File: src/rtl/fetch_stage_pkg.sv
// Shared fetch-stage constants and the per-edge action decode used by the PC and IF/ID registers.
// Optional build macro FETCH_ALIGN_CHECK_EN is consumed by fetch_stage and fetch_pc_reg.
package fetch_stage_pkg;

    localparam int unsigned FS_DATA_WIDTH   = 32;
    localparam logic [31:0] FS_RESET_VECTOR = 32'h0000_0000;
    localparam logic [31:0] FS_NOP_INSTR    = 32'h0000_0013;

    typedef enum logic [2:0] {
        ACT_EXC   = 3'd0,
        ACT_BR    = 3'd1,
        ACT_FLUSH = 3'd2,
        ACT_STALL = 3'd3,
        ACT_FETCH = 3'd4,
        ACT_MISS  = 3'd5
    } fetch_act_e;

    // Exactly one action per edge; earlier arguments win.
    function automatic fetch_act_e fetch_action(
        input logic exc,
        input logic br,
        input logic fl,
        input logic st,
        input logic cv
    );
        if (exc)     return ACT_EXC;
        else if (br) return ACT_BR;
        else if (fl) return ACT_FLUSH;
        else if (st) return ACT_STALL;
        else if (cv) return ACT_FETCH;
        else         return ACT_MISS;
    endfunction

endpackage

File: src/rtl/fetch_stage_pc_reg.sv
// Program counter register (module fetch_pc_reg) with prioritised next-PC selection.
// With FETCH_ALIGN_CHECK_EN defined, redirect targets load with bits [1:0] cleared.
module fetch_pc_reg
    import fetch_stage_pkg::*;
#(
    parameter int unsigned              DATA_WIDTH   = FS_DATA_WIDTH,
    parameter logic [DATA_WIDTH-1:0]    RESET_VECTOR = DATA_WIDTH'(FS_RESET_VECTOR)
) (
    input  logic                  clk,
    input  logic                  reset,
    input  fetch_act_e            i_act,
    input  logic [DATA_WIDTH-1:0] i_exc_target,
    input  logic [DATA_WIDTH-1:0] i_br_target,
    output logic [DATA_WIDTH-1:0] o_pc
);

    logic [DATA_WIDTH-1:0] r_pc;
    logic [DATA_WIDTH-1:0] w_next_pc;
    logic [DATA_WIDTH-1:0] w_exc_target;
    logic [DATA_WIDTH-1:0] w_br_target;

`ifdef FETCH_ALIGN_CHECK_EN
    assign w_exc_target = {i_exc_target[DATA_WIDTH-1:2], 2'b00};
    assign w_br_target  = {i_br_target[DATA_WIDTH-1:2], 2'b00};
`else
    assign w_exc_target = i_exc_target;
    assign w_br_target  = i_br_target;
`endif

    always_comb begin
        w_next_pc = r_pc;
        case (i_act)
            ACT_EXC:   w_next_pc = w_exc_target;
            ACT_BR:    w_next_pc = w_br_target;
            ACT_FETCH: w_next_pc = r_pc + DATA_WIDTH'(4);
            default:   w_next_pc = r_pc;
        endcase
    end

    always_ff @(posedge clk or negedge reset) begin
        if (!reset) r_pc <= RESET_VECTOR;
        else        r_pc <= w_next_pc;
    end

    assign o_pc = r_pc;

endmodule

File: src/rtl/fetch_stage.sv
// Instruction-fetch stage: PC drive to the I-cache and the IF/ID output register.
// Define FETCH_ALIGN_CHECK_EN to add fetch_misaligned_out and word-align redirect targets.
module fetch_stage
    import fetch_stage_pkg::*;
#(
    parameter int unsigned              DATA_WIDTH   = FS_DATA_WIDTH,
    parameter logic [DATA_WIDTH-1:0]    RESET_VECTOR = DATA_WIDTH'(FS_RESET_VECTOR),
    parameter logic [DATA_WIDTH-1:0]    NOP_INSTR    = DATA_WIDTH'(FS_NOP_INSTR)
) (
    input  logic                  clk,
    input  logic                  reset,
    input  logic                  stall,
    input  logic                  flush,
    input  logic                  exception,
    input  logic [DATA_WIDTH-1:0] exception_handler_address,
    input  logic [DATA_WIDTH-1:0] cache_in,
    input  logic                  cache_valid,
    input  logic [DATA_WIDTH-1:0] branch_target,
    input  logic                  branch,
    output logic [DATA_WIDTH-1:0] fetch_address_out,
    output logic [DATA_WIDTH-1:0] instruction_address_out,
    output logic [DATA_WIDTH-1:0] pc_plus_4_out,
    output logic [DATA_WIDTH-1:0] instruction_out,
`ifdef FETCH_ALIGN_CHECK_EN
    output logic                  fetch_misaligned_out,
`endif
    output logic                  instruction_valid_out
);

    fetch_act_e            w_act;
    logic [DATA_WIDTH-1:0] w_pc;
    logic [DATA_WIDTH-1:0] r_instr_addr;
    logic [DATA_WIDTH-1:0] r_pc_plus_4;
    logic [DATA_WIDTH-1:0] r_instr;
    logic                  r_valid;

    assign w_act = fetch_action(exception, branch, flush, stall, cache_valid);

    fetch_pc_reg #(
        .DATA_WIDTH   (DATA_WIDTH),
        .RESET_VECTOR (RESET_VECTOR)
    ) u_pc_reg (
        .clk          (clk),
        .reset        (reset),
        .i_act        (w_act),
        .i_exc_target (exception_handler_address),
        .i_br_target  (branch_target),
        .o_pc         (w_pc)
    );

    // IF/ID register: redirects, flushes and misses all insert a bubble; stall holds everything.
    always_ff @(posedge clk or negedge reset) begin
        if (!reset) begin
            r_instr_addr <= '0;
            r_pc_plus_4  <= '0;
            r_instr      <= NOP_INSTR;
            r_valid      <= 1'b0;
        end else begin
            case (w_act)
                ACT_STALL: ;
                ACT_FETCH: begin
                    r_instr      <= cache_in;
                    r_instr_addr <= w_pc;
                    r_pc_plus_4  <= w_pc + DATA_WIDTH'(4);
                    r_valid      <= 1'b1;
                end
                default: begin
                    r_instr <= NOP_INSTR;
                    r_valid <= 1'b0;
                end
            endcase
        end
    end

`ifdef FETCH_ALIGN_CHECK_EN
    logic r_misaligned;

    always_ff @(posedge clk or negedge reset) begin
        if (!reset) r_misaligned <= 1'b0;
        else        r_misaligned <= ((w_act == ACT_EXC) && (exception_handler_address[1:0] != 2'b00))
                                 || ((w_act == ACT_BR)  && (branch_target[1:0] != 2'b00));
    end

    assign fetch_misaligned_out = r_misaligned;
`endif

    assign fetch_address_out       = w_pc;
    assign instruction_address_out = r_instr_addr;
    assign pc_plus_4_out           = r_pc_plus_4;
    assign instruction_out         = r_instr;
    assign instruction_valid_out   = r_valid;

endmodule

File: config.mk
export PLATFORM = sky130hd
export DESIGN_NAME = fetch_stage
export DESIGN_NICKNAME = d
export VERILOG_FILES = /design/src/rtl/fetch_stage_pkg.sv /design/src/rtl/fetch_stage_pc_reg.sv /design/src/rtl/fetch_stage.sv
export SDC_FILE = /design/constraint.sdc
export NUM_CORES = 1
export LEC_CHECK = 0
export BUFFER_PORTS_ARGS = -buffer_cell sky130_fd_sc_hd__buf_2
export CORE_UTILIZATION = 35
export CTS_BUF_LIST = sky130_fd_sc_hd__clkbuf_16
export CTS_CLUSTER_DIAMETER = 30
export CTS_CLUSTER_SIZE = 24
export DETAILED_ROUTE_END_ITERATION = 16
export GPL_ROUTABILITY_DRIVEN = 0
export HOLD_SLACK_MARGIN = 0.02
export PLACE_DENSITY = 0.59
export SLEW_MARGIN = 10
export SYNTH_ARGS = -nofsm -noshare
export SYNTH_HDL_FRONTEND = slang
export SYNTH_SLANG_ARGS = --single-unit
File: constraint.sdc
create_clock -name clk -period 5.5 [get_ports clk]
set_clock_uncertainty 0.1 [all_clocks]
set_input_delay 0.275 -clock clk [delete_from_list [all_inputs] [get_ports clk]]
set_output_delay 0.275 -clock clk [all_outputs]
set_load 0.02 [all_outputs]
==> results of run 1 <==
sequential cells by signal (all words and copies together), names as in the netlist:
register,flops
instruction_out,32
pc_plus_4_out,30
instruction_address_out,32
u_pc_reg.o_pc,32
instruction_valid_out,1
final cells by class:
class                           count  share of cell area [%]
Antenna cell                        2                 0.05888
Clock inverter                     15                   1.767
Multi-Input combinational cell    439                   29.85
Clock buffer                       17                   5.005
Sequential cell                   127                   37.44
Inverter                            7                  0.3091
Tap cell                          220                   3.239
Timing Repair Buffer              306                   22.33
stage by stage:
stage / util [%] / total power, mW / instances
finish: 51.25 / 2.865 / 1133
global route: 51.25 / 3.009 / 1133
CTS: 51.16 / 2.896 / 1130
detailed placement: 43.59 / 1.745 / 1030
global placement: 43.59 / 1.739 / 1030
floorplan: - / 1.498 / 625
synth_stat cells (all sizes together), types with 8 or more instances:
cell type,count,area (µm²)
o221ai,9,78.83
xor2,9,78.83
buf,23,123.9
xnor2,32,280.3
clkbuf,29,108.9
o21ai,55,275.3
a21oi,14,70.07
a22o,29,254.0
dfrtp,124,3103
a22oi,11,82.58
nand4,10,62.56
nand3,12,72.57
nand2,166,623.1
nor4,8,83.83
nor3,15,75.07
nor2,23,86.33
worst register-to-register path, cell delays in order, from the launching register on:
cell           delay (ns)
dfrtp_1              0.56
ha_1                 0.27
and3_1               0.46
nand4_1              0.17
o21ai_0              0.17
a21oi_1              0.07
a221oi_1             0.22
dlygate4sd3_1        0.58
metal layers:
metal | vias to the layer above | part of all wire [%]
met5 | - | 0
met4 | 0 | 2.1
met3 | 30 | 5.5
met2 | 190 | 46
met1 | 2662 | 46
li1 | 2707 | -
power by group:
part / total [mW] / internal (mW) / switching (mW)
clock: 1.10 / 0.636 / 0.467
sequential: 1.17 / 1.06 / 0.109
combinational: 0.596 / 0.231 / 0.365
worst max path at each step:
| stage | from | to | slack (ns) | cells after the start |
|---|---|---|---|---|
| CTS | u_pc_reg.o_pc[2] | u_pc_reg.o_pc[10] | 2.86 | 7 |
| finish | u_pc_reg.o_pc[2] | u_pc_reg.o_pc[10] | 2.84 | 7 |
| floorplan | u_pc_reg.o_pc[2] | u_pc_reg.o_pc[30] | 3.42 | 7 |
| detailed placement | exception | u_pc_reg.o_pc[8] | 2.49 | 8 |
| global route | u_pc_reg.o_pc[2] | u_pc_reg.o_pc[10] | 2.63 | 7 |
| global placement | exception | u_pc_reg.o_pc[7] | 2.54 | 8 |
cell families (layout without fill, tap and decap cells):
group,Yosys count,count (layout),share of synthesized area (%)
other,0,2,0
DFF,127,127,53.40
buffers and inverters,59,345,4.347
and+or+nand+nor,254,254,19.47
adders and majority gates,1,1,0.2100
xor gates and xnor gates,41,41,6.027
AOI/OAI and AO/OA,135,135,15.18
muxes,8,8,1.365
==> metrics.cfg, run 1 <==
[run_status]
outcome=complete, no violations

[min_path]
worstHoldStart=branch_target[29]
worstHoldPathType=input pin to register
min_path_cells=3
holdPathEnd=u_pc_reg.o_pc[29]

[layout]
layout_common_cells=buf_2, nand2_1, dfrtp_1
mostFrequentLayoutCell=buf_2
post_route_cells_drive_above_1_share_pct=31.17
areaGrowthSynthToFinish_pct=42.65
multi_input_area_mm2=0.002537
seqCellArea_mm2=0.003182
fill_cells=1569
final_area_mm2=0.008499
fin_nets=1002

[yosys]
ys_async_sr_fraction_pct=100.0
synth_warnings=0
avgSynthCellArea_um2=9.533
ys_dominant_reg_cell=dfrtp_1
ys_seq_elements=127
syn_nets=729
synth-seq-area-share_pct=53.40
syn_area_mm2=0.005958
synth_edf_count=0
synth.distinct_cells=46
synthCells=625

[critical_path]
timing.rr.start=u_pc_reg.o_pc[2]
end_kind=register
r2r-end=u_pc_reg.o_pc[10]
crit_arrival_ns=2.91
r2r_setup_slack_ns=2.84
cp_top_family=simple AND/OR/NAND/NOR gates
worstPathRequired_ns=5.75
crit_buf_inv=1
worstSetupPathType=register to register
cpMaxStageDelayCell=dlygate4sd3_1
slowest_delay_ns=0.58
cp_cell_sequence=ha_1, and3_1, nand4_1, o21ai_0, a21oi_1, a221oi_1, dlygate4sd3_1
critPathMaxFanout=8
cp-start-kind=register
rr_worst_depth=7

[place]
place_area_mm2=0.007228
post-place-ws_ns=2.487
place_hpwl_um=12620
port-buffer-count=231

[detailed_routing]
routed_wl_um=18930
drc=0
vias_per_cell=4.933
dr_total_vias=5589
wl_per_cell_um=16.70
first_pass_iters=4
postRouteAntennaNets=0
drtIter0Drc=272

[cts]
tritoncts=yes
cts_buffers=17
cts.hold.buffers_added=68
clkTransAtPathRegs_ns=0.06
cts.sinks=127
post_cts_buffers=0
root_buffer=clkbuf_16
clk_latency_ns=0.42
cts_resized=0
htreeDepth=4
clockBufferDepth=2

[die]
coreArea_mm2=0.01658
die_h_um=132.5
start_util_pct=35.93
die_area_mm2=0.01755
die_w_um=132.5
rows=47
io_pins=232

[grt]
grt-busiest-layer=met2
grt_first_pass_wirelength_um=29850
grtUsageTotal_pct=22.18
grt_overflow=0
grt_antenna_before_repair=2
use_met2_pct=34.62
use_met1_pct=29.16
grt_max_degree=110
first_global_vias=5535
met3_usage_pct=6.360

[run]
maxCapViolations=0

[sta]
clock.fmax_ghz=0.3766
timing.final.ws_setup_ns=2.844
rsz0062_at_grt=false
max-slew-margin-rel_pct=29.71
fin_crit_sh_pct=48.28
drv_slew=0
tightestPinTransition_ns=1.054
finalSetupTns_ns=0
fin_crit_ns=2.656
hold_viol_final=0
finalSetupViolCount=0
whs_ns=0.03677

[power_and_ir_drop]
leakage_nw=4.178
powerDensity_mw_per_mm2=337.1
peakVddDrop_v=0.0002164

Note: power is estimated with default switching activity, not from simulation.
==> inputs of run 2 (changes only) <==
Settings changed: ABC_AREA from default to 1, PLACE_DENSITY 0.59 to 0.61.
Clock period 5.5 ns to 2.25 ns, I/O delays scaled along.
==> metrics.cfg, run 2 <==
[cts]
cts.sinks=127  ; unchanged
clk_latency_ns=0.41  ; about the same
clkTransAtPathRegs_ns=0.06  ; about the same
cts_buffers=17  ; unchanged
post_cts_buffers=0  ; unchanged
htreeDepth=4  ; unchanged
clockBufferDepth=2  ; unchanged
tritoncts=yes
root_buffer=clkbuf_16

[yosys]
ys_dominant_reg_cell=dfrtp_1
synth_top_cell_area_share_pct=50.74  ; -1.3 points
syn_area_mm2=0.006116  ; +2.6%
ys_seq_elements=127  ; unchanged
yosysMostFrequentCell=nand2_1
ys_async_sr_fraction_pct=100.0  ; unchanged
synth.cells.most_frequent=nand2_1, dfrtp_1, inv_1, nor2_1, nand3_1
synth-seq-area-share_pct=52.03  ; -1.4 points
synth_warnings=0  ; unchanged
synth.distinct_cells=35  ; -24%
synthCells=732  ; +17%
synth_top_area_cell=dfrtp_1
syn_nets=836  ; +15%
avgSynthCellArea_um2=8.355  ; -12%
synth.top_cells.by_area=dfrtp_1, nand2_1, a22o_1, nand3_1, inv_1
synth_edf_count=0  ; unchanged

[die]
die_w_um=134.2  ; +1.3%
start_util_pct=36.36  ; +0.43 points
die_area_mm2=0.01801  ; +2.6%
rows=47  ; unchanged
io_pins=232  ; unchanged
coreArea_mm2=0.01682  ; +1.4%
die_h_um=134.2  ; +1.3%

[power_and_ir_drop]
leakage_nw=4.942  ; +18%
powerDensity_mw_per_mm2=828.2  ; +150%
finalPower_mw=7.533  ; +160%
peakVddDrop_v=0.0006852  ; +220%

[detailed_routing]
first_pass_iters=5  ; +1
wl_per_cell_um=15.40  ; -7.8%
drc=0  ; unchanged
vias_per_cell=4.681  ; -5.1%
drtIter0Drc=310  ; +14%
dr_total_vias=6034  ; +8.0%
routed_wl_um=19850  ; +4.9%
postRouteAntennaNets=0  ; unchanged

[critical_path]
r2r-end=u_pc_reg.o_pc[8]
cp-endpoint=u_pc_reg.o_pc[8]
cp_cell_sequence=ha_1, nand3_1, nor2_2, nand2_1, nand3_1, nand3_1, dlygate4sd3_1, o21ai_0, inv_1
r2r_setup_slack_ns=0.17  ; -2.68 ns
crit_buf_inv=2  ; +1
rr_worst_depth=9  ; +2
worstSetupPathType=register to register
crit_start=u_pc_reg.o_pc[3]
cpMaxStageDelayCell=dlygate4sd3_1
end_kind=register
cp_common_cell=nand3_1
path_depth=9  ; +2
timing.rr.start=u_pc_reg.o_pc[3]
slowest_delay_ns=0.55  ; -0.03 ns
worstPathRequired_ns=2.45  ; -3.30 ns
cp-start-kind=register
cp_top_family=buffers and inverters
crit_arrival_ns=2.28  ; -0.63 ns
critPathMaxFanout=5  ; -3

[layout]
fill_cells=1571  ; +0.13%
areaGrowthSynthToFinish_pct=48.73
n_antenna_cell=0  ; -2
multi_input_area_mm2=0.002575  ; +1.5%
fin_nets=1160  ; +16%
layoutNonFillerInstCount=1289  ; +14%
post_route_cells_drive_above_1_share_pct=30.96  ; -0.21 points
layout_common_cells=nand2_1, buf_2, dfrtp_1
mostFrequentLayoutCell=nand2_1
seqCellArea_mm2=0.003182  ; unchanged

[run]
maxCapViolations=0  ; unchanged

[grt]
grtUsageTotal_pct=22.96  ; +0.79 points
grt_max_degree=89  ; -19%
first_global_vias=6200  ; +12%
grt_first_pass_wirelength_um=32050  ; +7.4%
grt_overflow=0  ; unchanged
grt_antenna_before_repair=0  ; -2

[sta]
timing.final.ws_setup_ns=0.1655  ; -2.679 ns
fin_crit_sh_pct=92.64  ; +44 points
drv_slew=0  ; unchanged
finalSetupViolCount=0  ; unchanged
rsz0062_at_grt=false
finalSetupTns_ns=0  ; unchanged
max-slew-margin-rel_pct=57.28  ; +28 points
whs_ns=0.04087  ; +0.004100 ns
clock.fmax_ghz=0.4797  ; +27%
hold_viol_final=0  ; unchanged
fin_crit_ns=2.084  ; -0.5711 ns
tightestPinTransition_ns=0.6399  ; -0.4143 ns

[place]
post-place-ws_ns=0.4453  ; -2.041 ns
dp.cells=1161  ; +13%
place_hpwl_um=13580  ; +7.6%
port-buffer-count=231  ; unchanged

[min_path]
worstHoldPathType=input pin to register
min_path_cells=5  ; +2

[run_status]
outcome=complete, no violations

[run 2: changes by cell type after synthesis, moves of 9 or more]
cell      before  now
a21oi_1       14   28
a22oi_1       11    0
clkbuf_1      29    8
inv_1          7   50
nand2_1      166  276
nand3_1       11   44
nand3_2        0    9
nor2_1        23   45
nor3_1        15    0
o21ai_0       53   25
o221ai_1       9    0
xnor2_1       32    0
[run 2: how the worst min path moves through the flow]
stage / slack, ns / end / from
5_1_grt: 0.03 / u_pc_reg.o_pc[30] / branch_target[30]
6_report: 0.04 / u_pc_reg.o_pc[30] / branch_target[30]
3_3_place_gp: 0.03 / instruction_out[11] / reset
4_1_cts: 0.02 / u_pc_reg.o_pc[30] / branch_target[30]
2_1_floorplan: -0.28 / instruction_address_out[0] / reset
3_5_place_dp: 0.04 / instruction_out[11] / reset
[run 2: final cells by class]
type                    count  area share, %
inverters                  57          2.352
multi-input cells         515          28.31
clock inverters            15          2.132
clock buffers              17          4.677
flip-flops and latches    127          34.98
repair buffers            338          24.53
well taps                 220          3.026
[run 2: worst min-delay path, cell delays in order]
cell and delay, ns:
buf_2 0.10, a21oi_1 0.06, nand2_1 0.07, inv_1 0.04
a21oi_1 0.13
[run 2: routing by layer]
layer  vias up  global-route usage, %  part of all wire, %
met4         0                  6.804                  1.5
met1      2810                  29.00                   45
met3        19                  5.253                  5.7
met5         -                      0                    0
li1       2996                      -                    -
met2       209                  39.15                   48
[run 2: what timing repair did]
action                                 CTS  global route
hold buffers                            96             0
gates resized for setup                  0             1
setup endpoints to repair                0             1
endpoints found under the hold margin  121             0
[run 2: where the power goes]
group | total [mW] | internal (mW) | switching [mW]
Sequential | 2.89 | 2.62 | 0.267
Combinational | 1.78 | 0.680 | 1.10
Clock | 2.87 | 1.85 | 1.02
[run 2: cells by family after synthesis]
family | after synthesis | synth area share, %
buffers and inverters | 90 | 6.219
AOI/OAI and AO/OA | 105 | 11.31
adders and majority gates | 1 | 0.2045
and+or+nand+nor | 408 | 30.09
xor gates and xnor gates | 1 | 0.1432
DFF | 127 | 52.03
[run 2: stage by stage]
stage | cell area [µm²] | utilization (%)
after global routing | 9096 | 54.08
after CTS | 9094 | 54.07
after global placement | 7513 | 44.67
after detailed placement | 7513 | 44.67
after floorplan | 6116 | -
final | 9096 | 54.08
